--- config.mk ---
export PLATFORM = sky130hd
export DESIGN_NAME = gpio_input_controller
export DESIGN_NICKNAME = d
export VERILOG_FILES = /design/src/rtl/gpio_input_controller.sv
export SDC_FILE = /design/constraint.sdc
export NUM_CORES = 1
export LEC_CHECK = 0
export ABC_AREA = 1
export CORE_MARGIN = 2
export CORE_UTILIZATION = 25
export DETAILED_ROUTE_END_ITERATION = 12
export GPL_ROUTABILITY_DRIVEN = 0
export GPL_TIMING_DRIVEN = 0
export REMOVE_ABC_BUFFERS = 1
export SLEW_MARGIN = 20
export SYNTH_ARGS = -nofsm -noshare
export SYNTH_HDL_FRONTEND = slang
export SYNTH_SLANG_ARGS = --single-unit
--- constraint.sdc ---
create_clock -name clk -period 1.85 [get_ports clk]
set_input_delay 0.37 -clock clk [delete_from_list [all_inputs] [get_ports clk]]
set_output_delay 0.37 -clock clk [all_outputs]
set_load 0.02 [all_outputs]
--- src/rtl/gpio_input_controller.sv ---
// Memory-mapped GPIO input port for the multicycle MIPS. Pins are synchronized, debounced as one bus
// and rising edges are latched in sticky flags. Both are readable by lw with one-cycle latency.
module gpio_input_controller #(
  parameter int                    DATA_WIDTH      = 8,
  parameter int                    ADDR_WIDTH      = 32,
  parameter logic [ADDR_WIDTH-1:0] GPIO_IN_ADDR    = 32'h1001_0028,
  parameter logic [ADDR_WIDTH-1:0] GPIO_EDGE_ADDR  = 32'h1001_002C,
  parameter int                    DEBOUNCE_CYCLES = 4,
  parameter int                    CNT_WIDTH       = 3
) (
  input  logic                  clk,
  input  logic                  reset,
  input  logic [DATA_WIDTH-1:0] gpio_pins,
  input  logic [ADDR_WIDTH-1:0] addr_ram,
  input  logic                  enable_lw,
  output logic [31:0]           rdata,
  output logic                  data_sel,
  output logic [DATA_WIDTH-1:0] gpio_stable,
  output logic                  edge_pending
);

  localparam logic [CNT_WIDTH-1:0] CNT_LAST = CNT_WIDTH'(DEBOUNCE_CYCLES - 1);
  localparam logic [CNT_WIDTH-1:0] CNT_ONE  = CNT_WIDTH'(1);

  logic [DATA_WIDTH-1:0] r_sync1;
  logic [DATA_WIDTH-1:0] r_sync2;
  logic [DATA_WIDTH-1:0] r_sync_prev;
  logic [DATA_WIDTH-1:0] r_stable;
  logic [DATA_WIDTH-1:0] r_flags;
  logic [CNT_WIDTH-1:0]  r_cnt;
  logic [31:0]           r_rdata;
  logic                  r_data_sel;

  logic                  w_hit_in;
  logic                  w_hit_edge;
  logic [DATA_WIDTH-1:0] w_stable_nxt;
  logic [CNT_WIDTH-1:0]  w_cnt_nxt;
  logic [DATA_WIDTH-1:0] w_rise;
  logic [DATA_WIDTH-1:0] w_clr;
  logic [31:0]           w_rdata_nxt;
  logic                  w_data_sel_nxt;

  // Word-address decode: byte-offset bits [1:0] never take part in the match.
  assign w_hit_in   = enable_lw && (addr_ram[ADDR_WIDTH-1:2] == GPIO_IN_ADDR[ADDR_WIDTH-1:2]);
  assign w_hit_edge = enable_lw && (addr_ram[ADDR_WIDTH-1:2] == GPIO_EDGE_ADDR[ADDR_WIDTH-1:2]);

  // Debounce: any movement, or a value equal to the accepted one, restarts the count.
  always_comb begin
    w_stable_nxt = r_stable;
    w_cnt_nxt    = '0;
    if ((r_sync2 != r_sync_prev) || (r_sync2 == r_stable)) begin
      w_cnt_nxt = '0;
    end else if (r_cnt == CNT_LAST) begin
      w_stable_nxt = r_sync2;
      w_cnt_nxt    = '0;
    end else begin
      w_cnt_nxt = r_cnt + CNT_ONE;
    end
  end

  // Set wins over clear so an edge committed in the reading cycle is not lost.
  assign w_rise = w_stable_nxt & ~r_stable;
  assign w_clr  = w_hit_edge ? r_flags : '0;

  // Read mux; the edge read returns the flags before they are cleared.
  always_comb begin
    w_rdata_nxt    = 32'h0000_0000;
    w_data_sel_nxt = 1'b0;
    if (w_hit_in) begin
      w_rdata_nxt    = 32'(r_stable);
      w_data_sel_nxt = 1'b1;
    end else if (w_hit_edge) begin
      w_rdata_nxt    = 32'(r_flags);
      w_data_sel_nxt = 1'b1;
    end else begin
      w_rdata_nxt    = 32'h0000_0000;
      w_data_sel_nxt = 1'b0;
    end
  end

  // Synchronizer, debounce state and accepted pin value.
  always_ff @(posedge clk or posedge reset) begin
    if (reset) begin
      r_sync1     <= '0;
      r_sync2     <= '0;
      r_sync_prev <= '0;
      r_cnt       <= '0;
      r_stable    <= '0;
    end else begin
      r_sync1     <= gpio_pins;
      r_sync2     <= r_sync1;
      r_sync_prev <= r_sync2;
      r_cnt       <= w_cnt_nxt;
      r_stable    <= w_stable_nxt;
    end
  end

  // Sticky rising-edge flags.
  always_ff @(posedge clk or posedge reset) begin
    if (reset) begin
      r_flags <= '0;
    end else begin
      r_flags <= (r_flags & ~w_clr) | w_rise;
    end
  end

  // Registered read response toward the data-register mux.
  always_ff @(posedge clk or posedge reset) begin
    if (reset) begin
      r_rdata    <= 32'h0000_0000;
      r_data_sel <= 1'b0;
    end else begin
      r_rdata    <= w_rdata_nxt;
      r_data_sel <= w_data_sel_nxt;
    end
  end

  assign rdata        = r_rdata;
  assign data_sel     = r_data_sel;
  assign gpio_stable  = r_stable;
  assign edge_pending = |r_flags;

endmodule

# Yosys cells after proc, flatten, opt, wreduce, memory -nomap -nowiden
# Cells that the tools add are included.
word_totals:
  word_cells: 32
  register_bits: 76
  input_bits: 43
classes:
  mux: 9
  reduce_logical: 4
  n_eq_ne: 5
  n_addsub: 1
  n_bitwise: 5
op_table:
  columns: ["operator", "n"]
  rows:
  - ["30-bit by 27-bit == test with 1-bit output (second input constant)", 2]
  - ["8-bit two-way mux", 5]
  - ["8-bit AND", 2]
  - ["8-bit NOT", 2]
  - ["8-bit == test", 1]
  - ["8-bit != test", 1]
  - ["8-bit bitwise OR", 1]
  - ["8-bit OR reduction", 1]
  - ["3-bit two-way mux", 2]
  - ["3-bit by 1-bit adder with 3-bit output (second input constant)", 1]
  - ["3-bit by 2-bit == test with 1-bit output (second input constant)", 1]
  - ["1-bit logical AND", 2]
  - ["1-bit two-way mux", 2]
  - ["1-bit logical OR", 1]

# Longest topological paths before layout
logic_depth:
  word_depth: 6
  depth_mapped: 10

# Least setup slack after synthesis
# OpenSTA, ideal clock, no wires.
synth_path:
  path_kind: "reg2reg"
  startpoint: "register r_cnt[0]"
  endpoint: "register r_flags[4]"
  path_stages_with_launch: 8
  synth_period_minus_slack_ps: 1376
  arrival_time_ps: 1310
  n_path_buf: 1
  setup_ps: 65
  t_required_ps: 1785
  setup_slack_ps: 474
  path_cell_list: "dfrtp_1 -> ha_1 -> nand2_1 -> clkbuf_1 -> nand2_1 -> o21ai_0 -> nand4_1 -> nand2_1"
synth_between:
  elab_chain_len: 5
synth_rtl:
  columns: ["item", "line", "rtl"]
  rows:
  - ["from (decl)", "30", "logic [CNT_WIDTH-1:0] r_cnt;"]
  - ["from (signal assigned)", "93", "r_cnt <= w_cnt_nxt;"]
  - ["3-bit by 2-bit == test with 1-bit output", "53", "end else if (r_cnt == CNT_LAST) begin"]
  - ["8-bit two-way mux", "53", null]
  - ["8-bit two-way mux", "51", "if ((r_sync2 != r_sync_prev) || (r_sync2 == r_stable)) begin"]
  - ["8-bit AND", "62", "assign w_rise = w_stable_nxt & ~r_stable;"]
  - ["8-bit bitwise OR", "103", "r_flags <= (r_flags & ~w_clr) | w_rise;"]
  - ["to (signal assigned)", "103", null]
  - ["to (decl)", "29", "logic [DATA_WIDTH-1:0] r_flags;"]
# No other way between the ends.

# Worst setup path in the final report
layout_path:
  startpoint: "register r_stable[1], in the netlist gpio_stable[1]"
  endpoint: "output gpio_stable[1]"
layout_lines:
  columns: ["item", "line", "rtl"]
  rows:
  - ["from (decl)", "28", "logic [DATA_WIDTH-1:0] r_stable;"]
  - ["from (signal assigned)", "94", "r_stable <= w_stable_nxt;"]
  - ["to (decl)", "18", "output logic [DATA_WIDTH-1:0] gpio_stable,"]
# No word-level cell between the ends.

==> metrics list <==
- Mapped Cells: 311
- Count of buffers from port buffering: 58
- The most used flip-flop cell after synthesis is sky130_fd_sc_hd__dfrtp_1.
* Max-capacitance violation count: 0
- Avg Synthesized Cell Area: 8.243 um2
* CP Data Required Time: 1.48 ns
- Summing over every cut layer, the via total after detailed routing is 1958.
* Diodes inserted: 0
* Area share of the largest cell type after synthesis: 0.5076
* 1st-iter DRT viols: 120
- Unrepaired setup endpoints after global routing: false
- Share of power burned in combinational logic: 0.111
- The flow ran to the end, and the final reports show no timing, DRC or antenna violations.
- Source of the worst hold timing path: r_sync1[4]
* Count of pins on the block boundary: 85
- Count of cells along the worst hold path: 0
- Synthesized cell area: 0.002564 mm2
- Total routed wirelength: 5044 um
- The worst path in the final design needs a cycle of 1.802 ns, including I/O delays and setup.
* Critical path buffer and inverter count: 1
* Via density per instance: 3.893
* Final critical-path share of the clock period: 0.9741
* Top cells by instance count after synthesis: sky130_fd_sc_hd__nand2_1 (98), sky130_fd_sc_hd__dfrtp_1 (52), sky130_fd_sc_hd__inv_1 (38), sky130_fd_sc_hd__nand3_1 (30), sky130_fd_sc_hd__buf_4 (24)
* Reg-to-reg startpoint: r_sync2[3]
- The initial utilization of the core area, before any placement, comes to 0.2599.
- Setup skew after layout: between 0.005 and 0.006 ns
* Number of pins exceeding their max-slew limit in the final report: 0
- Setup repair bufs after CTS: 0
- The design draws between 2000 and 2500 uW.
* H-tree level count: 2
- Internal power of the cells: 1600 uW
- Grt total ovfl: 0
- In this run, distinct cell masters in the synthesized netlist total 24.
* WS Path Type: flip-flop to output port
* Die outline area: 0.01108 mm2
* Power density over the cells: 627.9 mW/mm2
* # nets final: 414
- Final Hold Viols: 0
* Synthesis-stage register bit count: 52
- After clock tree synthesis, the clock-pin slew on the worst setup and hold paths is around 0.08 ns.
* Category of the worst setup path launch point: flip-flop
- Dividing the detail-routed wire length by the instance count gives 10.03 um.
- CTS tree: done
- The path with the worst hold slack has its endpoint at r_sync2[4].
* Vias in the first global route: between 1500 and 2000
* Clock share of power: 0.321
* Relative contribution of sequential cells to total power: 0.568
- In this run, synthesis inferred 0 flip-flops with an integrated enable.
* Maximum cell stage delay along the critical path: 0.65 ns
* Critical path launch point: gpio_stable[1]
* Number of routed nets with antenna violations: 0
- CTS saw 52 sinks.
* Fill cells: 1004
- Area grow syn2layout: 28.84%
* HPWL after DPL: 3812 um
* Master cell of the clock root buffer: sky130_fd_sc_hd__clkbuf_8
- In this design, the largest share of critical-path delay is due to buffers and inverters.
- Worst-case reg-to-reg path depth: 9
- CP max FO: 6
* Total Routing Usage GR: 0.09068
- Reg-to-reg slack, setup: between 0.15 and 0.2 ns
- Worst hold slack: about 0.35 ns
- The endpoint identified for the worst register-to-register timing path is gpio_stable[4].
- For this run, the number of Yosys warnings is 0.
* First-pass GRT wire length: 8390 um
- The min-delay analysis places its worst path in the category flip-flop to flip-flop.
- Clock Tree Buf Depth: 2
* Switching share of power: 0.2286
- Fraction of final layout cells sized beyond drive strength 1: 0.07027
- By area the synthesized netlist is led by sky130_fd_sc_hd__dfrtp_1 (51%), sky130_fd_sc_hd__nand2_1 (14%), sky130_fd_sc_hd__buf_4 (7.0%), sky130_fd_sc_hd__nand3_1 (5.9%), sky130_fd_sc_hd__inv_1 (5.6%).
- Based on the critical path, the design can be clocked at up to 554.9 MHz.
* Cell-by-cell trace of the critical path: clkdlybuf4s50_1
- Leakage power: ~0.0016 uW
* Router iterations before antenna repair: 4
- FP Rows: 36
- After detailed routing, the number of remaining DRC violations is 0.
* Clock insertion delay at the later pin of the skew report: 0.29 ns
- TritonCTS created 5 clock buffers.
- Ys async rst share: 1.000
* Arrival time reported for the critical path endpoint: 1.43 ns
- Crit. End Element: output port
- Final setup violation count: 0
- The floorplan step set the die height to 105.3 um.
- The initial antenna violation count was 0.
* Most repeated cell in the gate-level netlist after synthesis: sky130_fd_sc_hd__nand2_1
- VDD sags by at most 0.3398 mV.
- Sw Pwr: 474.1 uW
* Die W: 105.3 um
- Of the synthesized area, sequential elements account for 0.5076.
* Pin count of the biggest net entering global routing: 36
* Dominant cell type by area after synthesis: sky130_fd_sc_hd__dfrtp_1
- Among all stages on the critical path, the largest delay is contributed by sky130_fd_sc_hd__clkdlybuf4s50_1.
* Core ar.: roughly 0.0099 mm2
-- worst max path at each step --
| stage | slack [ns] | cells past startpoint | endpoint |
|---|---|---|---|
| after floorplan | 0.22 | 1 | data_sel |
| after global placement | -0.71 | 2 | data_sel |
| after detailed placement | -0.03 | 8 | rdata[5] |
| after CTS | 0.0007 | 3 | edge_pending |
| after global routing | 0.007 | 1 | gpio_stable[5] |
| final | 0.05 | 1 | gpio_stable[1] |
-- cells in the final DEF, fill, tap and decap left out, types with 7 or more instances in the layout --
| cell | count |
|---|---|
| sky130_fd_sc_hd__inv_1 | 37 |
| sky130_fd_sc_hd__clkdlybuf4s50_1 | 55 |
| sky130_fd_sc_hd__nand3_1 | 30 |
| sky130_fd_sc_hd__dfrtp_1 | 51 |
| sky130_fd_sc_hd__nor2_1 | 15 |
| sky130_fd_sc_hd__nand4_1 | 9 |
| sky130_fd_sc_hd__clkbuf_8 | 7 |
| sky130_fd_sc_hd__o21ai_0 | 8 |
| sky130_fd_sc_hd__nor3_1 | 9 |
| sky130_fd_sc_hd__conb_1 | 24 |
| sky130_fd_sc_hd__nand2_1 | 97 |
-- routing by layer --
metal / global-route usage / share of wire
met5: 0 / 0
met4: 0.01905 / 0.0061
met3: 0.02783 / 0.092
met2: 0.1553 / 0.44
met1: 0.1123 / 0.47
-- what timing repair did --
item	4_1_cts	5_1_grt
setup endpoints to repair	1	8
hold buffers	0	0
pin swaps	0	1
resized for setup	1	8
-- layout make-up --
type	count	area (um2)	area share
inverter	41	153.9	0.04659
clock buffer	7	96.34	0.02917
multi-input combinational	211	983.4	0.2977
sequential	52	1303	0.3943
tap	133	166.4	0.05038
timing repair buffer	59	600.6	0.1818
-- sequential cells by signal, indices dropped and copies added (netlist names) --
name and cells:
gpio_stable 8, r_flags 8, r_sync1 8, r_sync2 8, r_sync_prev 8, rdata 8, r_cnt 3, data_sel 1
-- cell families after synthesis --
group | after synthesis | share of synthesized area
buf+inv | 71 | 0.1484
xor+xnor | 5 | 0.01708
flops | 52 | 0.5076
other cells | 1 | 0.001463
simple gates | 173 | 0.3050
fa+ha+maj | 1 | 0.004880
compound gates | 8 | 0.01562
-- per-stage QoR --
step / instance area (um2) / setup WS [ns] / setup TNS, ns / cells / utilization
floorplan: 2424 / 0.2221 / 0 / 304 / -
global placement: 3171 / -0.7104 / -36.78 / 495 / 0.3214
detailed placement: 3191 / -0.03292 / -0.1817 / 496 / 0.3234
CTS: 3286 / 0.0006878 / 0 / 503 / 0.3331
global route: 3303 / 0.007151 / 0 / 503 / 0.3349
finish: 3303 / 0.04783 / 0 / 503 / 0.3349
-- power by group through the flow --
stage          clock (uW)  sequential, uW  combinational [uW]
6_report              666            1180                 229
5_1_grt               730            1180                 257
4_1_cts               687            1180                 232
3_5_place_dp            0            1200                 231
3_3_place_gp            0            1200                 221
2_1_floorplan           0            1200                 118
(Power assumes the default switching activity.)
